## src/rtl/ifid_pkg.sv

```systemverilog
// rtl/ifid_pkg.sv - shared entry type, bubble encoding and field positions for the IF/ID queue
package ifid_pkg;

  localparam int IFID_XLEN = 32;

  typedef struct packed {
    logic [IFID_XLEN-1:0] pc;
    logic [IFID_XLEN-1:0] instr;
  } fetch_entry_t;

  localparam logic [IFID_XLEN-1:0] NOP_INSTR = '0;

  localparam int RS1_LSB = 15;
  localparam int RS2_LSB = 20;
  localparam int RD_LSB  = 7;
  localparam int F3_LSB  = 12;
  localparam int F7_LSB  = 25;
  localparam int CSR_LSB = 20;

endpackage

```

## src/rtl/ifid_field_decode.sv

```systemverilog
// rtl/ifid_field_decode.sv - slices the head instruction into register/opcode/CSR/immediate fields
module ifid_field_decode
  import ifid_pkg::*;
#(
  parameter int XLEN = IFID_XLEN
) (
  input  logic [XLEN-1:0] instr,
  output logic [4:0]      read_reg1,
  output logic [4:0]      read_reg2,
  output logic [4:0]      write_addr,
  output logic [6:0]      opcode,
  output logic [2:0]      funct3,
  output logic [6:0]      funct7,
  output logic [11:0]     csr_addr,
  output logic [XLEN-1:0] immediate
);

  assign read_reg1  = instr[RS1_LSB +: 5];
  assign read_reg2  = instr[RS2_LSB +: 5];
  assign write_addr = instr[RD_LSB +: 5];
  assign opcode     = instr[6:0];
  assign funct3     = instr[F3_LSB +: 3];
  assign funct7     = instr[F7_LSB +: 7];
  assign csr_addr   = instr[CSR_LSB +: 12];
  // Immediate extraction is left to ID, which knows the instruction format.
  assign immediate  = instr;

endmodule

```

## src/rtl/ifid_fetch_queue.sv

```systemverilog
// rtl/ifid_fetch_queue.sv - DEPTH-entry IF/ID decoupling FIFO; IFID_BYPASS_EN adds empty-queue fall-through
module ifid_fetch_queue
  import ifid_pkg::*;
#(
  parameter int XLEN  = IFID_XLEN,
  parameter int DEPTH = 4
) (
  input  logic                       clk,
  input  logic                       reset,
  input  logic                       CSR_reset,
  input  logic                       flush,
  input  logic                       if_valid,
  input  logic [XLEN-1:0]            if_pc,
  input  logic [XLEN-1:0]            if_instr,
  output logic                       if_ready,
  input  logic                       id_ready,
  input  logic                       dm_stall,
  input  logic                       CSR_stall,
  output logic                       id_valid,
  output logic [XLEN-1:0]            ID_pc_out,
  output logic [XLEN-1:0]            id_instr,
  output logic [4:0]                 read_reg1,
  output logic [4:0]                 read_reg2,
  output logic [4:0]                 write_addr,
  output logic [6:0]                 opcode,
  output logic [2:0]                 funct3,
  output logic [6:0]                 funct7,
  output logic [11:0]                csr_addr,
  output logic [XLEN-1:0]            immediate,
  output logic [$clog2(DEPTH+1)-1:0] occupancy
);

  localparam int PW = $clog2(DEPTH);
  localparam int OW = $clog2(DEPTH+1);
  localparam logic [OW-1:0] FULL = OW'(DEPTH);

  fetch_entry_t  mem_q [DEPTH];
  fetch_entry_t  head;
  logic [PW-1:0] rd_ptr_q, rd_ptr_d, wr_ptr_q, wr_ptr_d;
  logic [OW-1:0] occ_q, occ_d;
  logic          nonempty, bypass, enq, deq, push, pop;

  assign nonempty = (occ_q != '0);

`ifdef IFID_BYPASS_EN
  assign bypass = ~nonempty & if_valid & ~flush & ~CSR_stall;
`else
  assign bypass = 1'b0;
`endif

  assign if_ready = (occ_q != FULL) & ~CSR_stall & ~flush;
  assign id_valid = nonempty | bypass;
  assign enq      = if_valid & if_ready;
  assign deq      = id_valid & id_ready & ~dm_stall & ~CSR_stall;
  // A bypassed entry consumed in the same cycle never touches storage.
  assign push     = enq & ~(bypass & deq);
  assign pop      = deq & nonempty;
  assign head     = mem_q[rd_ptr_q];

  always_comb begin
    ID_pc_out = '0;
    id_instr  = NOP_INSTR;
    if (nonempty) begin
      ID_pc_out = head.pc;
      id_instr  = head.instr;
    end else if (bypass) begin
      ID_pc_out = if_pc;
      id_instr  = if_instr;
    end
  end

  always_comb begin
    rd_ptr_d = rd_ptr_q;
    wr_ptr_d = wr_ptr_q;
    occ_d    = occ_q;
    if (CSR_reset || flush) begin
      rd_ptr_d = '0;
      wr_ptr_d = '0;
      occ_d    = '0;
    end else begin
      if (push) wr_ptr_d = wr_ptr_q + PW'(1);
      if (pop)  rd_ptr_d = rd_ptr_q + PW'(1);
      case ({push, pop})
        2'b10:   occ_d = occ_q + OW'(1);
        2'b01:   occ_d = occ_q - OW'(1);
        default: occ_d = occ_q;
      endcase
    end
  end

  always_ff @(posedge clk or negedge reset) begin
    if (!reset) begin
      rd_ptr_q <= '0;
      wr_ptr_q <= '0;
      occ_q    <= '0;
    end else begin
      rd_ptr_q <= rd_ptr_d;
      wr_ptr_q <= wr_ptr_d;
      occ_q    <= occ_d;
    end
  end

  // Storage is deliberately unreset; occupancy alone decides what is visible.
  always_ff @(posedge clk) begin
    if (push && !CSR_reset) mem_q[wr_ptr_q] <= '{pc: if_pc, instr: if_instr};
  end

  assign occupancy = occ_q;

  ifid_field_decode #(.XLEN(XLEN)) u_decode (
    .instr      (id_instr),
    .read_reg1  (read_reg1),
    .read_reg2  (read_reg2),
    .write_addr (write_addr),
    .opcode     (opcode),
    .funct3     (funct3),
    .funct7     (funct7),
    .csr_addr   (csr_addr),
    .immediate  (immediate)
  );

endmodule

```

## config.mk

```make
export PLATFORM = sky130hd
export DESIGN_NAME = ifid_fetch_queue
export DESIGN_NICKNAME = d
export VERILOG_FILES = /design/src/rtl/ifid_pkg.sv /design/src/rtl/ifid_field_decode.sv /design/src/rtl/ifid_fetch_queue.sv
export SDC_FILE = /design/constraint.sdc
export NUM_CORES = 1
export LEC_CHECK = 0
export ABC_AREA = 1
export CORE_UTILIZATION = 38
export CTS_BUF_LIST = sky130_fd_sc_hd__clkbuf_8
export DETAILED_ROUTE_END_ITERATION = 10
export HOLD_SLACK_MARGIN = 0.08
export PLACE_DENSITY = 0.73
export SYNTH_ARGS = -nofsm -noshare
export SYNTH_HDL_FRONTEND = slang
export SYNTH_SLANG_ARGS = --single-unit
```

## constraint.sdc

```tcl
create_clock -name clk -period 7.46 [get_ports clk]
set_input_delay 1.492 -clock clk [delete_from_list [all_inputs] [get_ports clk]]
set_output_delay 1.492 -clock clk [all_outputs]
set_load 0.005 [all_outputs]
```

**Yosys cells after proc, flatten, opt, wreduce, memory -nomap -nowiden**

Memories as Yosys holds them, arrays and structs flattened.
Index checks and enable logic that the tools add are counted.
Widths: inputs -> output; s select.

- Flip-flop bits (word level): 7
- RAM bits: 256
- Bits of input ports: 72
- Output and inout port bits: 145
- Memories kept: 1

- Add/sub/neg operators: 4
- Eq/ne operators: 3
- Mux-type cells: 10
- Bitwise gates (word level): 10
- Reduce and logical (&&, ||, !) cells: 7

Memory list:

| memory | depth | bits a word | read ports | clocked after memory_dff | wr ports | RTL line | RTL |
|---|---|---|---|---|---|---|---|
| mem_q | 4 | 64 | 1 | 0 | 1 | ifid_fetch_queue.sv:37 | `fetch_entry_t mem_q [DEPTH];` |

Operator list:

| operator | count |
|---|---|
| $mux 32 | 2 |
| $mux 2 | 4 |
| $and 1x1->1 | 7 |
| $pmux 3 s2 | 1 |
| $reduce_bool 3->1 | 2 |
| $add 2x1->2 const B | 2 |
| $reduce_bool 2->1 | 2 |
| $add 3x1->3 const B | 1 |
| $mux 3 | 1 |
| $ne 3x3->1 const B | 1 |
| $not 1->1 | 3 |
| $sub 3x1->3 const B | 1 |
| $eq 2x1->1 const B | 1 |
| $eq 2x2->1 const B | 1 |
| $mux 1 | 2 |
| $logic_and 1x1->1 | 1 |
| $logic_not 1->1 | 1 |
| $logic_or 1x1->1 | 1 |

**Longest topological paths before layout**

- Word-level depth: 8
- Mapped depth: 11

**Cells and area by module**

From an unflattened synthesis, not the netlist that was laid out.

- Cell total of the unflattened synthesis: 903
- Area, all modules: 11,030.6 um^2

By module, submodules not included:

| module | instances | cells an instance | area an instance (um^2) |
|---|---|---|---|
| ifid_fetch_queue | 1 | 827 | 10,460.0 |
| ifid_field_decode | 1 | 76 | 570.5 |

**Worst setup path after synthesis**

No wires, ideal clock.

- Path kind: input to register
- Start point: input port flush
- End point: memory mem_q[0][0] in the netlist's numbering, enable pin
- Arrival: 6,203 ps
- Setup slack: 691 ps
- Cell stages on the path: 3
- Buffers on the path: 0
- Cells stage by stage: nor2_1 nand3_1 nor3_1

- Word-level cells in the longest chain between the ends: 6

RTL lines:

| item | RTL line | RTL |
|---|---|---|
| from (decl) | ifid_fetch_queue.sv:11 | `input logic flush,` |
| $not 1->1 | ifid_fetch_queue.sv:51 | `assign if_ready = (occ_q != FULL) & ~CSR_stall & ~flush;` |
| $and 1x1->1 | ifid_fetch_queue.sv:51 |  |
| $and 1x1->1 | ifid_fetch_queue.sv:53 | `assign enq = if_valid & if_ready;` |
| $logic_and 1x1->1 | ifid_fetch_queue.sv:105 | `if (push && !CSR_reset) mem_q[wr_ptr_q] <= '{pc: if_pc, instr: if_instr};` |
| $mux 1 | ifid_fetch_queue.sv:105 |  |
| $mux 1 (not written as such) | ifid_fetch_queue.sv:105 |  |
| to (decl) | ifid_fetch_queue.sv:37 |  |

No other way between the ends.

**Final worst setup path**

- Start point: register rd_ptr_q[0]
- End point: output port funct7[4]

- Word-level cells in the longest chain between the ends: 2

RTL lines:

| item | RTL line | RTL |
|---|---|---|
| from (decl) | ifid_fetch_queue.sv:39 | `logic [PW-1:0] rd_ptr_q, rd_ptr_d, wr_ptr_q, wr_ptr_d;` |
| from (signal assigned) | ifid_fetch_queue.sv:97 | `rd_ptr_q <= rd_ptr_d;` |
| $mem_v2 4x64 | n/a |  |
| $mux 32 | ifid_fetch_queue.sv:63 | `if (nonempty) begin` |
| to (decl) | ifid_fetch_queue.sv:27 | `output logic [6:0] funct7,` |

No other way between the ends.

==> results.yml <==
logic_synthesis:
  synth_largest_area_cell: "edfxtp_1"
  ys_ff_latch: 263
  syn_nets: 981
  synth_area_per_cell_um2: 12.22
  synthTopCellsByArea: "edfxtp_1 (70%), nor2_1 (8.9%), buf_4 (5.2%), o21ai_0 (3.1%), a21oi_1 (2.9%)"
  synth-edff-count: 256
  yosys_warnings: 0
  async_flop_share: 0.02662
  synthTopCellsByCount: "nor2_1 (263), edfxtp_1 (256), buf_4 (77), o21ai_0 (68), a21oi_1 (65)"
  synth_area_um2: 11030
  synth_fa_ha_area_frac: 0.007486
  synth-compound-area-share: 0.08757
  yosysSeqAreaShare: 0.7128
  synth_cells: 903
  yosysTopAreaCellShare: 0.6969
  synth.lib_cells_used.distinct: 25
  synth_top_family_by_area: "simple AND/OR/NAND/NOR gates"
  muxShareOfSynthArea: 0
  synth_flop_cell: "edfxtp_1"
  synth_most_common_cell: "nor2_1"
  synth-xor-area-share: 0.0007940
  synth-simple-area-share: 0.1048
timing:
  whs_ns: 0.5666
  max_freq_mhz: 194.7
  slew-limit-headroom: 0.3062
  fin_crit_ns: 5.135
  worst_clock_skew_ns: 0.008308
  fin_tns_setup_ns: 0
  rsz0062_at_grt: "false"
  timing.final.ws_setup_ns: 2.325
  tightest_slew_ns: 1.041
  min_period_over_period: 0.6884
  hold_viol: 0
  slew_violations: 0
  final-setup-viol-count: 0
cts:
  cts_tree: "done"
  htreeDepth: 2
  post_cts_resized: 0
  post_cts_buffers: 0
  clockRootBuffer: "clkbuf_8"
  clk_path_buf_depth: 3
  cts_hold_buf: 0
  clkTransAtPathRegs_ns: 0.06
  cts.sinks: 263
  numCtsBuffers: 44
  worstSkewPairLatency_ns: 0.53
worst_setup_path:
  arrival_ns: 3.64
  r2r_slack_ns: 4.60
  rr_startpoint: "occupancy[0]$_DFFE_PN0P_"
  r2r_cells: 11
  startpoint: "rd_ptr_q[0]$_DFFE_PN0P_"
  critical_path_class: "flop to output pin"
  required_ns: 5.97
  startpoint_type: "flop"
  r2r-end: "occupancy[2]$_DFFE_PN0P_"
  end_kind: "output pin"
  cp_max_fo: 70
place:
  place.gp.congestion: 0.7280
  io_buffers: 216
  post-place-ws_ns: 2.782
  hpwl_mm: 13.30
  dp.cells: 1387
  placed_area_um2: 12870
pwr:
  ir_drop_uv: 172.0
  power.density_nw_per_um2: 241.8
  leakage_nw: 4.631
drt:
  viasPerCell: 4.783
  drt_iter0_drc: 386
  routed_wirelength_mm: 23.80
  wl_per_cell_um: 16.26
  ant_nets: 0
  first_pass_iters: 5
  via_count: 7003
  drc_errors: 0
cells_and_area:
  num-nets-final: 1127
  multi_input_area_um2: 2233
  regArea_um2: 7868
  drive_gt1_frac: 0.06858
  final_cell_area_um2: 13630
  nFillCells: 2505
  finalNonFillerCells: 1464
  areaGrowthSynthToFinish_pct: 23.56
grt:
  antenna_found_initial: 2
  grt_pass1_vias: 6818
  grt.total_usage: 0.1599
  grt_max_degree: 71
  grt-ovfl-total: 0
  grt_pass1_wl_mm: 36.10
run:
  drv_cap: 0
min_path:
  min_from: "occupancy[0]$_DFFE_PN0P_"
  hold_class: "flop to flop"
  hold-path-endpoint: "occupancy[0]$_DFFE_PN0P_"
  whs_path_depth: 1
floorplanning:
  rows: 62
  num_io_pins: 217
  die_area_um2: 29710
  core_um2: 28630
  die_w_um: 172.4
  die-height_um: 172.4
  initial_utilization: 0.3853
run_status:
  status: "completed"
-- power by group --
| part | switching, mW | leakage, nW | internal [mW] | total (mW) |
|---|---|---|---|---|
| clock | 0.538 | 0.445 | 0.568 | 1.11 |
| sequential | 0.00898 | 2.40 | 1.64 | 1.64 |
| combinational | 0.230 | 1.79 | 0.314 | 0.545 |
-- worst max-delay path by stage --
stage,end,slack (ns),cells after the start
6_report,funct7[4],2.32,5
5_1_grt,csr_addr[9],2.02,5
4_1_cts,funct7[4],2.19,5
3_5_place_dp,funct7[4],2.78,5
3_3_place_gp,id_instr[31],2.90,5
2_1_floorplan,mem_q[0][0]$_DFFE_PP_,0.69,3
-- registers in the layout, indices dropped and copies added, names as in the netlist --
register and count:
mem_q 256, occupancy 3, wr_ptr_q 2, rd_ptr_q 2
-- per-stage QoR --
step / utilization / power (mW)
final: 0.4761 / 3.295
after global routing: 0.4761 / 3.456
after detailed placement: 0.4496 / 2.228
after CTS: 0.4760 / 3.342
after global placement: 0.4496 / 2.220
after floorplan: - / 1.939
-- metal layers --
metal  global-route usage  vias up  share of wire
met3              0.03525       55          0.056
met2               0.2796      230           0.50
met4              0.05694        2          0.022
met1               0.1935     3348           0.42
met5                    0        -        0.00071
li1                     -     3368              -
-- logic make-up (layout without fill, tap and decap cells) --
kind of cell | Yosys count | after routing
AOI/OAI and AO/OA | 193 | 193
other | 0 | 1
adders and majority gates | 6 | 6
buffers and inverters | 140 | 316
and+or+nand+nor | 300 | 300
DFF | 263 | 263
xor gates and xnor gates | 1 | 1
-- worst max-delay path: stages, from the launching register on --
cell and delay, ns:
dfrtp_4 0.74, inv_4 0.53, buf_4 0.67, o21ai_1 0.17, a21oi_1 0.39, clkdlybuf4s50_1 0.58
-- layout by cell type (no fill, tap or decap) --
master / count
a21oi_1: 65
and2_1: 1
buf_4: 9
clkbuf_8: 46
clkdlybuf4s50_1: 216
clkinv_1: 10
clkinv_2: 5
dfrtp_1: 5
dfrtp_2: 1
dfrtp_4: 1
diode_2: 1
edfxtp_1: 256
fa_1: 1
ha_1: 5
inv_1: 26
inv_2: 2
inv_4: 1
inv_6: 1
nand2_1: 19
nand2_2: 1
nand3_1: 8
nand4_1: 1
nor2_1: 263
nor2_2: 2
nor3_2: 4
o21ai_0: 68
o21ai_1: 60
or2_2: 1
xor2_1: 1
-- layout make-up --
class	count	share of cell area
repair buffers	225	0.1636
clock inverters	30	0.009088
diodes	1	0.0001836
multi-input cells	500	0.1639
well taps	384	0.03525
clock buffers	46	0.04645
inverters	15	0.004315
flip-flops and latches	263	0.5773
Power figures use the tool's default switching activity.
